**src/rtl/bnn_xnor_accumulate.sv**
```systemverilog
// Binarized-network XNOR/popcount accumulator: per-lane accumulation over a programmed
// number of beats, then a per-lane threshold compare into one 32-bit result word per job.
module bnn_xnor_accumulate #(
  parameter int LANES = 32,
  parameter int WIDTH = 16,
  parameter int ACC_W = 11
) (
  input  logic                     clk,
  input  logic                     rst,
  input  logic                     start,
  input  logic [5:0]               batch,
  input  logic [LANES*ACC_W-1:0]   threshold,
  input  logic [LANES*WIDTH-1:0]   activation_in,
  input  logic [LANES-1:0]         activation_in_valid,
  input  logic [LANES*WIDTH-1:0]   weight_in,
  output logic [LANES-1:0]         out_bits,
  output logic                     out_valid,
  output logic                     busy,
  output logic                     overrun
);

  localparam int PC_W = $clog2(WIDTH + 1);

  typedef enum logic [1:0] {IDLE, RUN, EMIT} state_t;

  state_t                   state_reg;
  logic [5:0]               batch_reg;
  logic [LANES*ACC_W-1:0]   threshold_reg;
  logic [LANES-1:0]         out_bits_reg;
  logic                     out_valid_reg;
  logic                     busy_reg;
  logic                     overrun_reg;

  logic [LANES-1:0] pv_vec;
  logic [LANES-1:0] done_vec;
  logic [LANES-1:0] lane_accept;
  logic [LANES-1:0] lane_drop;
  logic [LANES-1:0] lane_ge;
  logic             running;
  logic             job_start;

  assign running   = (state_reg == RUN);
  assign job_start = (state_reg == IDLE) && start;

  function automatic logic [PC_W-1:0] xnor_popcount(input logic [WIDTH-1:0] a,
                                                    input logic [WIDTH-1:0] w);
    logic [PC_W-1:0] n;
    n = '0;
    for (int k = 0; k < WIDTH; k++) begin
      n = n + PC_W'(~(a[k] ^ w[k]));
    end
    return n;
  endfunction

  genvar gi;
  generate
    for (gi = 0; gi < LANES; gi++) begin : g_lane
      logic [PC_W-1:0]  pc_reg;
      logic             pv_reg;
      logic [ACC_W-1:0] acc_reg;
      logic [5:0]       cnt_reg;
      logic             done_reg;
      logic             last_in_flight;

      // The final beat sitting in stage 2 closes the lane a cycle before done rises,
      // so a trailing beat is refused at stage 1 instead of being accumulated.
      assign last_in_flight  = pv_reg && (cnt_reg == batch_reg);
      assign lane_accept[gi] = running && activation_in_valid[gi] && !done_reg && !last_in_flight;
      assign lane_drop[gi]   = activation_in_valid[gi] && !lane_accept[gi];
      assign lane_ge[gi]     = (acc_reg >= threshold_reg[ACC_W*gi +: ACC_W]);
      assign pv_vec[gi]      = pv_reg;
      assign done_vec[gi]    = done_reg;

      always_ff @(posedge clk) begin
        if (rst || job_start) begin
          pc_reg   <= '0;
          pv_reg   <= 1'b0;
          acc_reg  <= '0;
          cnt_reg  <= '0;
          done_reg <= 1'b0;
        end else begin
          pv_reg <= lane_accept[gi];
          if (lane_accept[gi]) begin
            pc_reg <= xnor_popcount(activation_in[WIDTH*gi +: WIDTH], weight_in[WIDTH*gi +: WIDTH]);
          end
          if (pv_reg) begin
            acc_reg <= acc_reg + ACC_W'(pc_reg);
            cnt_reg <= cnt_reg + 6'd1;
            if (cnt_reg == batch_reg) begin
              done_reg <= 1'b1;
            end
          end
        end
      end
    end
  endgenerate

  always_ff @(posedge clk) begin
    if (rst) begin
      state_reg     <= IDLE;
      batch_reg     <= '0;
      threshold_reg <= '0;
      out_bits_reg  <= '0;
      out_valid_reg <= 1'b0;
      busy_reg      <= 1'b0;
      overrun_reg   <= 1'b0;
    end else begin
      out_valid_reg <= 1'b0;
      // A start clears the sticky flag, but valids landing in that same cycle re-set it.
      if (job_start) begin
        overrun_reg <= |lane_drop;
      end else if (|lane_drop) begin
        overrun_reg <= 1'b1;
      end
      case (state_reg)
        IDLE: begin
          if (start) begin
            batch_reg     <= batch;
            threshold_reg <= threshold;
            busy_reg      <= 1'b1;
            state_reg     <= RUN;
          end
        end
        RUN: begin
          if ((&done_vec) && !(|pv_vec)) begin
            out_bits_reg  <= lane_ge;
            out_valid_reg <= 1'b1;
            busy_reg      <= 1'b0;
            state_reg     <= EMIT;
          end
        end
        EMIT: begin
          state_reg <= IDLE;
        end
        default: begin
          state_reg <= IDLE;
        end
      endcase
    end
  end

  assign out_bits  = out_bits_reg;
  assign out_valid = out_valid_reg;
  assign busy      = busy_reg;
  assign overrun   = overrun_reg;

endmodule

```
**config.mk**
```make
export PLATFORM = sky130hd
export DESIGN_NAME = bnn_xnor_accumulate
export DESIGN_NICKNAME = d
export VERILOG_FILES = /design/src/rtl/bnn_xnor_accumulate.sv
export SDC_FILE = /design/constraint.sdc
export NUM_CORES = 2
export LEC_CHECK = 0
export ABC_AREA = 0
export CAP_MARGIN = 20
export CORE_AREA = 4 4 555 557
export CTS_BUF_LIST = sky130_fd_sc_hd__clkbuf_4 sky130_fd_sc_hd__clkbuf_8 sky130_fd_sc_hd__clkbuf_16
export DETAILED_ROUTE_END_ITERATION = 6
export DIE_AREA = 0 0 559 561
export HOLD_SLACK_MARGIN = 0.15
export PLACE_DENSITY = 0.47
export SYNTH_ARGS = -nofsm -noshare
export SYNTH_HDL_FRONTEND = slang
export SYNTH_SLANG_ARGS = --single-unit
```
**constraint.sdc**
```tcl
create_clock -name clk -period 6 [get_ports clk]
set_input_delay 1.5 -clock clk [delete_from_list [all_inputs] [get_ports clk]]
set_output_delay 1.5 -clock clk [all_outputs]
set_load 0.01 [all_outputs]
```
[Yosys cells after proc, flatten, opt, wreduce, memory -nomap -nowiden]
Cells that the tools add are included.
Storage, ports and cells
  bits in registers: 1163
Cells by class
  add/subtract/negate cells: 544
  $lt $le $gt $ge: 32
  equal/unequal tests: 35
  multiplexer cells: 9
  bitwise logic cells: 1025
  reduce and logical (&&, ||, !) cells: 303
Operators with widths (number)
  $not A1 Y5: 512
  $add A5 B5 Y5: 480
  $xor A1 B1 Y1: 512
  $add A11 B5 Y11: 32
  $ge A11 B11 Y1: 32
  $add A6 B1 Y6 const B: 32
  $eq A6 B6 Y1: 32
  $logic_and A1 B1 Y1: 162
  $logic_not A1 Y1: 97
  $reduce_and A2 Y1: 35
  $reduce_or A32 Y1: 2
  $reduce_and A32 Y1: 1
  $mux W1: 5
  $mux W2: 2
  $pmux W2 S2: 1
  $reduce_bool A2 Y1: 2
  $reduce_and A3 Y1: 1
  $eq A2 B1 Y1 const B: 1
  $logic_not A2 Y1: 1
  $ne A2 B1 Y1 const B: 1
  $ne A2 B2 Y1 const B: 1
  $pmux W1 S2: 1
  $reduce_or A2 Y1: 1
  $logic_or A1 B1 Y1: 1
  $not A1 Y1: 1

[Depth between registers and ports, before layout]
  depth after elaboration: 17
  mapped depth: 15

[Worst setup path before layout]
Ideal clock, no wire load.
  path kind: input to register
  from: input activation_in[208]
  to: register g_lane[13].pc_reg[2]
  setup time: 0.117 ns
  arrival: 4.701 ns
  slack: 1.182 ns
  stages: 12
  path buffers: 0
  path through: xnor2_1 -> fa_1 -> inv_1 -> fa_1 -> fa_1 -> fa_1 -> inv_1 -> ha_1 -> fa_1 -> xor2_1 -> mux2i_1 -> nor2_1
On the way
  word-level cells in the longest chain between the ends: 17
Ends and longest elaborated chain
  from (decl): line 13  | input logic [LANES*WIDTH-1:0] activation_in,
  $xor A1 B1 Y1: line 50  | n = n + PC_W'(~(a[k] ^ w[k]));
  $not A1 Y5: line 50
  $add A5 B5 Y5 (15 in series): line 50
  to (signal assigned): line 84  | pc_reg <= xnor_popcount(activation_in[WIDTH*gi +: WIDTH], weight_in[WIDTH*gi +: WIDTH]);
  to (decl): line 58  | logic [PC_W-1:0] pc_reg;
Every way passes these cells.
A chain may end at the register's enable or synchronous reset.

[Final worst setup path]
  from: input activation_in[501]
  to: register g_lane[31].pc_reg[2]
On the way
  word-level cells in the longest chain between the ends: 13
Ends and longest elaborated chain (line)
  $xor A1 B1 Y1: 50
  $not A1 Y5: 50
  $add A5 B5 Y5 (11 in series): 50
  to (signal assigned): 84
  to (decl): 58
Every way passes these cells.

==> impl_metrics.toml <==
[clocking]
post_cts_resized = 0
cts_tree = "done"
cts_hold_buf = 0
cts_max_path_buffers = 3
root_buffer = "clkbuf_16"
h-tree-depth = 4
cts_setup_buffers = 0
path_clk_slew_ns = 0.06
numCtsBuffers = 154
clock_latency_ns = 0.80
cts_num_sinks = 1163

[global_route]
grt_util_all_layers_pct = 16.9
antenna_found_initial = 114
grt_first_pass_wirelength_um = 403000
grt_pass1_vias = 62785
grt_overflow_total = 0
grt_max_degree = 150

[drt]
vias_per_cell = 4.39
totalWireLength_um = 272000
firstDrtPassIters = 7
drc_errors = 0
drt-initial-drc-count = 2402
dr_total_vias = 60442
wl_per_cell_um = 19.8
postRouteAntennaNets = 0

[pwr]
power_frac_seq_pct = 28.0
swShare_pct = 33.9
peakVddDrop_mv = 0.175
p_clk_share_pct = 32.9
finalPower_mw = 29.4
leakage_nw = 39.3
cellPowerDensity_mw_per_mm2 = 299
p_comb_share_pct = 39.1
switching_power_mw = 9.99
p_int_mw = 19.5

[critical_path]
crit_fanout = 2
cp_data_required_time_ns = 6.71
crit_type = "in2reg"
crit_path_start_kind = "primary input"
rrSetupSlack_ns = 2.21
cp_data_arrival_time_ns = 5.75
endpoint_kind = "flop"

[final_layout]
fillers = 31422
area_growth_pct = 32.4
final_nets = 12095
drive_above_1_share_pct = 4.45

[floorplanning]
core-area_sq_mm = 0.303
die_y_um = 561
ios = 1452
dieArea_sq_mm = 0.314
fp.dieW_um = 559
rows = 202
initial_core_util_pct = 24.6

[sta]
fin_crit_sh_pct = 84.1
hold_viol = 0
slew_viol_final = 0
fin_setup_tns_ns = 0
slew_headroom_pct = 28.9
setup_viol = 0
clock_skew_ns = 0.0508
max_freq_ghz = 0.198
rsz0062_at_grt = "no"
finalCriticalPeriod_ns = 5.04
worst_pin_slew_ns = 1.07

[logic_synthesis]
synth-edff-count = 0
syn_area_per_cell_sq_um = 8.96
ys_warn_count = 0
ys_ff_latch = 1163
ys_seq_area_share_pct = 31.3
synthesis.nets = 10760
synth_area_leader_cell = "dfxtp_1"
synthDistinctLibCells = 57
synthCells = 8287
yosys-top-cells-area = "dfxtp_1 (31%), ha_1 (12%), fa_1 (9.5%)"
ys_async_sr_fraction_pct = 0
synthFlopType = "dfxtp_1"
synth_top_cell_area_share_pct = 31.3
netlist_area_sq_mm = 0.0743

[placement]
routabilityCongestion = 0.945
dpl.hpwl_um = 224000
io_buffer_count = 1451

[worst_hold_path]
holdCritPathClass = "reg2reg"

[run_status]
status = "complete, no violations"

[job]
cap_violations = 0
==> power groups by stage <==
| stage | Clock [mW] | Combinational [mW] | Sequential (mW) |
|---|---|---|---|
| floorplan | 0 | 8.05 | 8.30 |
| global placement | 0 | 11.5 | 8.41 |
| detailed placement | 0 | 11.7 | 8.42 |
| CTS | 10.1 | 11.8 | 8.25 |
| global route | 10.4 | 13.2 | 8.28 |
| finish | 9.70 | 11.5 | 8.25 |
==> logic make-up (layout without fill, tap and decap cells) <==
logic type                 count (synthesis)  in the layout  share of synthesized area, %
xor gates and xnor gates                1088           1088                          12.8
DFF                                     1163           1163                          31.3
adders and majority gates               1056           1056                          21.3
buffers and inverters                   1224           2687                          6.73
other                                      0             26                             0
muxes                                    259            259                          3.49
and+or+nand+nor                         2146           2146                          13.1
AOI/OAI and AO/OA                       1351           1351                          11.2
==> routing by layer <==
metal	track usage, %	vias to the layer above	routed length, um
li1	-	30040	-
met1	19.4	28499	111000
met2	30.6	1379	137000
met3	4.08	432	14500
met4	5.40	92	8660
met5	0	-	550
==> path summary, 6_finish.rpt <==
kind,start,endpoint,depth (start not counted)
max,activation_in[501],g_lane[31].pc_reg[2]$_SDFFE_PP0P_,12
min,threshold_reg[310]$_SDFFE_PP0P_,threshold_reg[310]$_SDFFE_PP0P_,2
max reg2reg,g_lane[7].pv_reg$_SDFF_PP0_,out_bits[2]$_SDFFE_PP0P_,7
min reg2reg,threshold_reg[310]$_SDFFE_PP0P_,threshold_reg[310]$_SDFFE_PP0P_,2
==> area by class of cell <==
type / count / area, sq um / area share, %
Clock inverter: 50 / 677 / 0.688
Inverter: 886 / 3330 / 3.38
Sequential cell: 1163 / 23300 / 23.7
Clock buffer: 234 / 4760 / 4.84
Antenna cell: 26 / 65.1 / 0.0662
Tap cell: 3978 / 4980 / 5.06
Timing Repair Buffer: 1517 / 15200 / 15.5
Multi-Input combinational cell: 5900 / 46000 / 46.8
==> cells in the final DEF (no fill, tap or decap), types with 352 or more instances in the layout <==
cell type        Yosys  routed
clkdlybuf4s50_1      0    1450
dfxtp_1           1163    1157
inv_1              886     886
nand2_1            883     883
nor2_1             708     708
ha_1               704     704
a21oi_1            649     649
xnor2_1            572     572
xor2_1             516     516
fa_1               352     352
==> cell usage after synthesis, drive strengths merged, types with 96 or more instances <==
master  count
nor2      711
a21oi     650
dfxtp    1163
nand2     883
clkbuf    160
a21o      171
mux2i     259
o21ai     195
or3        96
nand4     170
xor2      516
xnor2     572
buf       178
ha        704
fa        352
inv       886
==> worst max-delay path, cell delays in order <==
cell,delay [ns]
clkdlybuf4s50_1,0.50
xnor2_1,0.57
fa_1,0.52
inv_1,0.08
fa_1,0.44
fa_1,0.55
inv_1,0.06
fa_1,0.49
ha_1,0.25
fa_1,0.41
xnor2_1,0.14
a211oi_1,0.24
==> through the flow <==
step	worst slack, ns	hold slack (ns)	instance area [sq um]	utilization [%]	instances
after floorplan	1.18	0.436	74300	-	8287
after global placement	-0.0262	0.444	92800	30.7	13444
after detailed placement	0.0172	0.447	92800	30.7	13444
after CTS	0.946	0.455	98300	32.5	13728
after global routing	0.877	0.470	98300	32.5	13741
final	0.955	0.453	98300	32.5	13754
No activity file was read; power rests on OpenSTA's default activity.
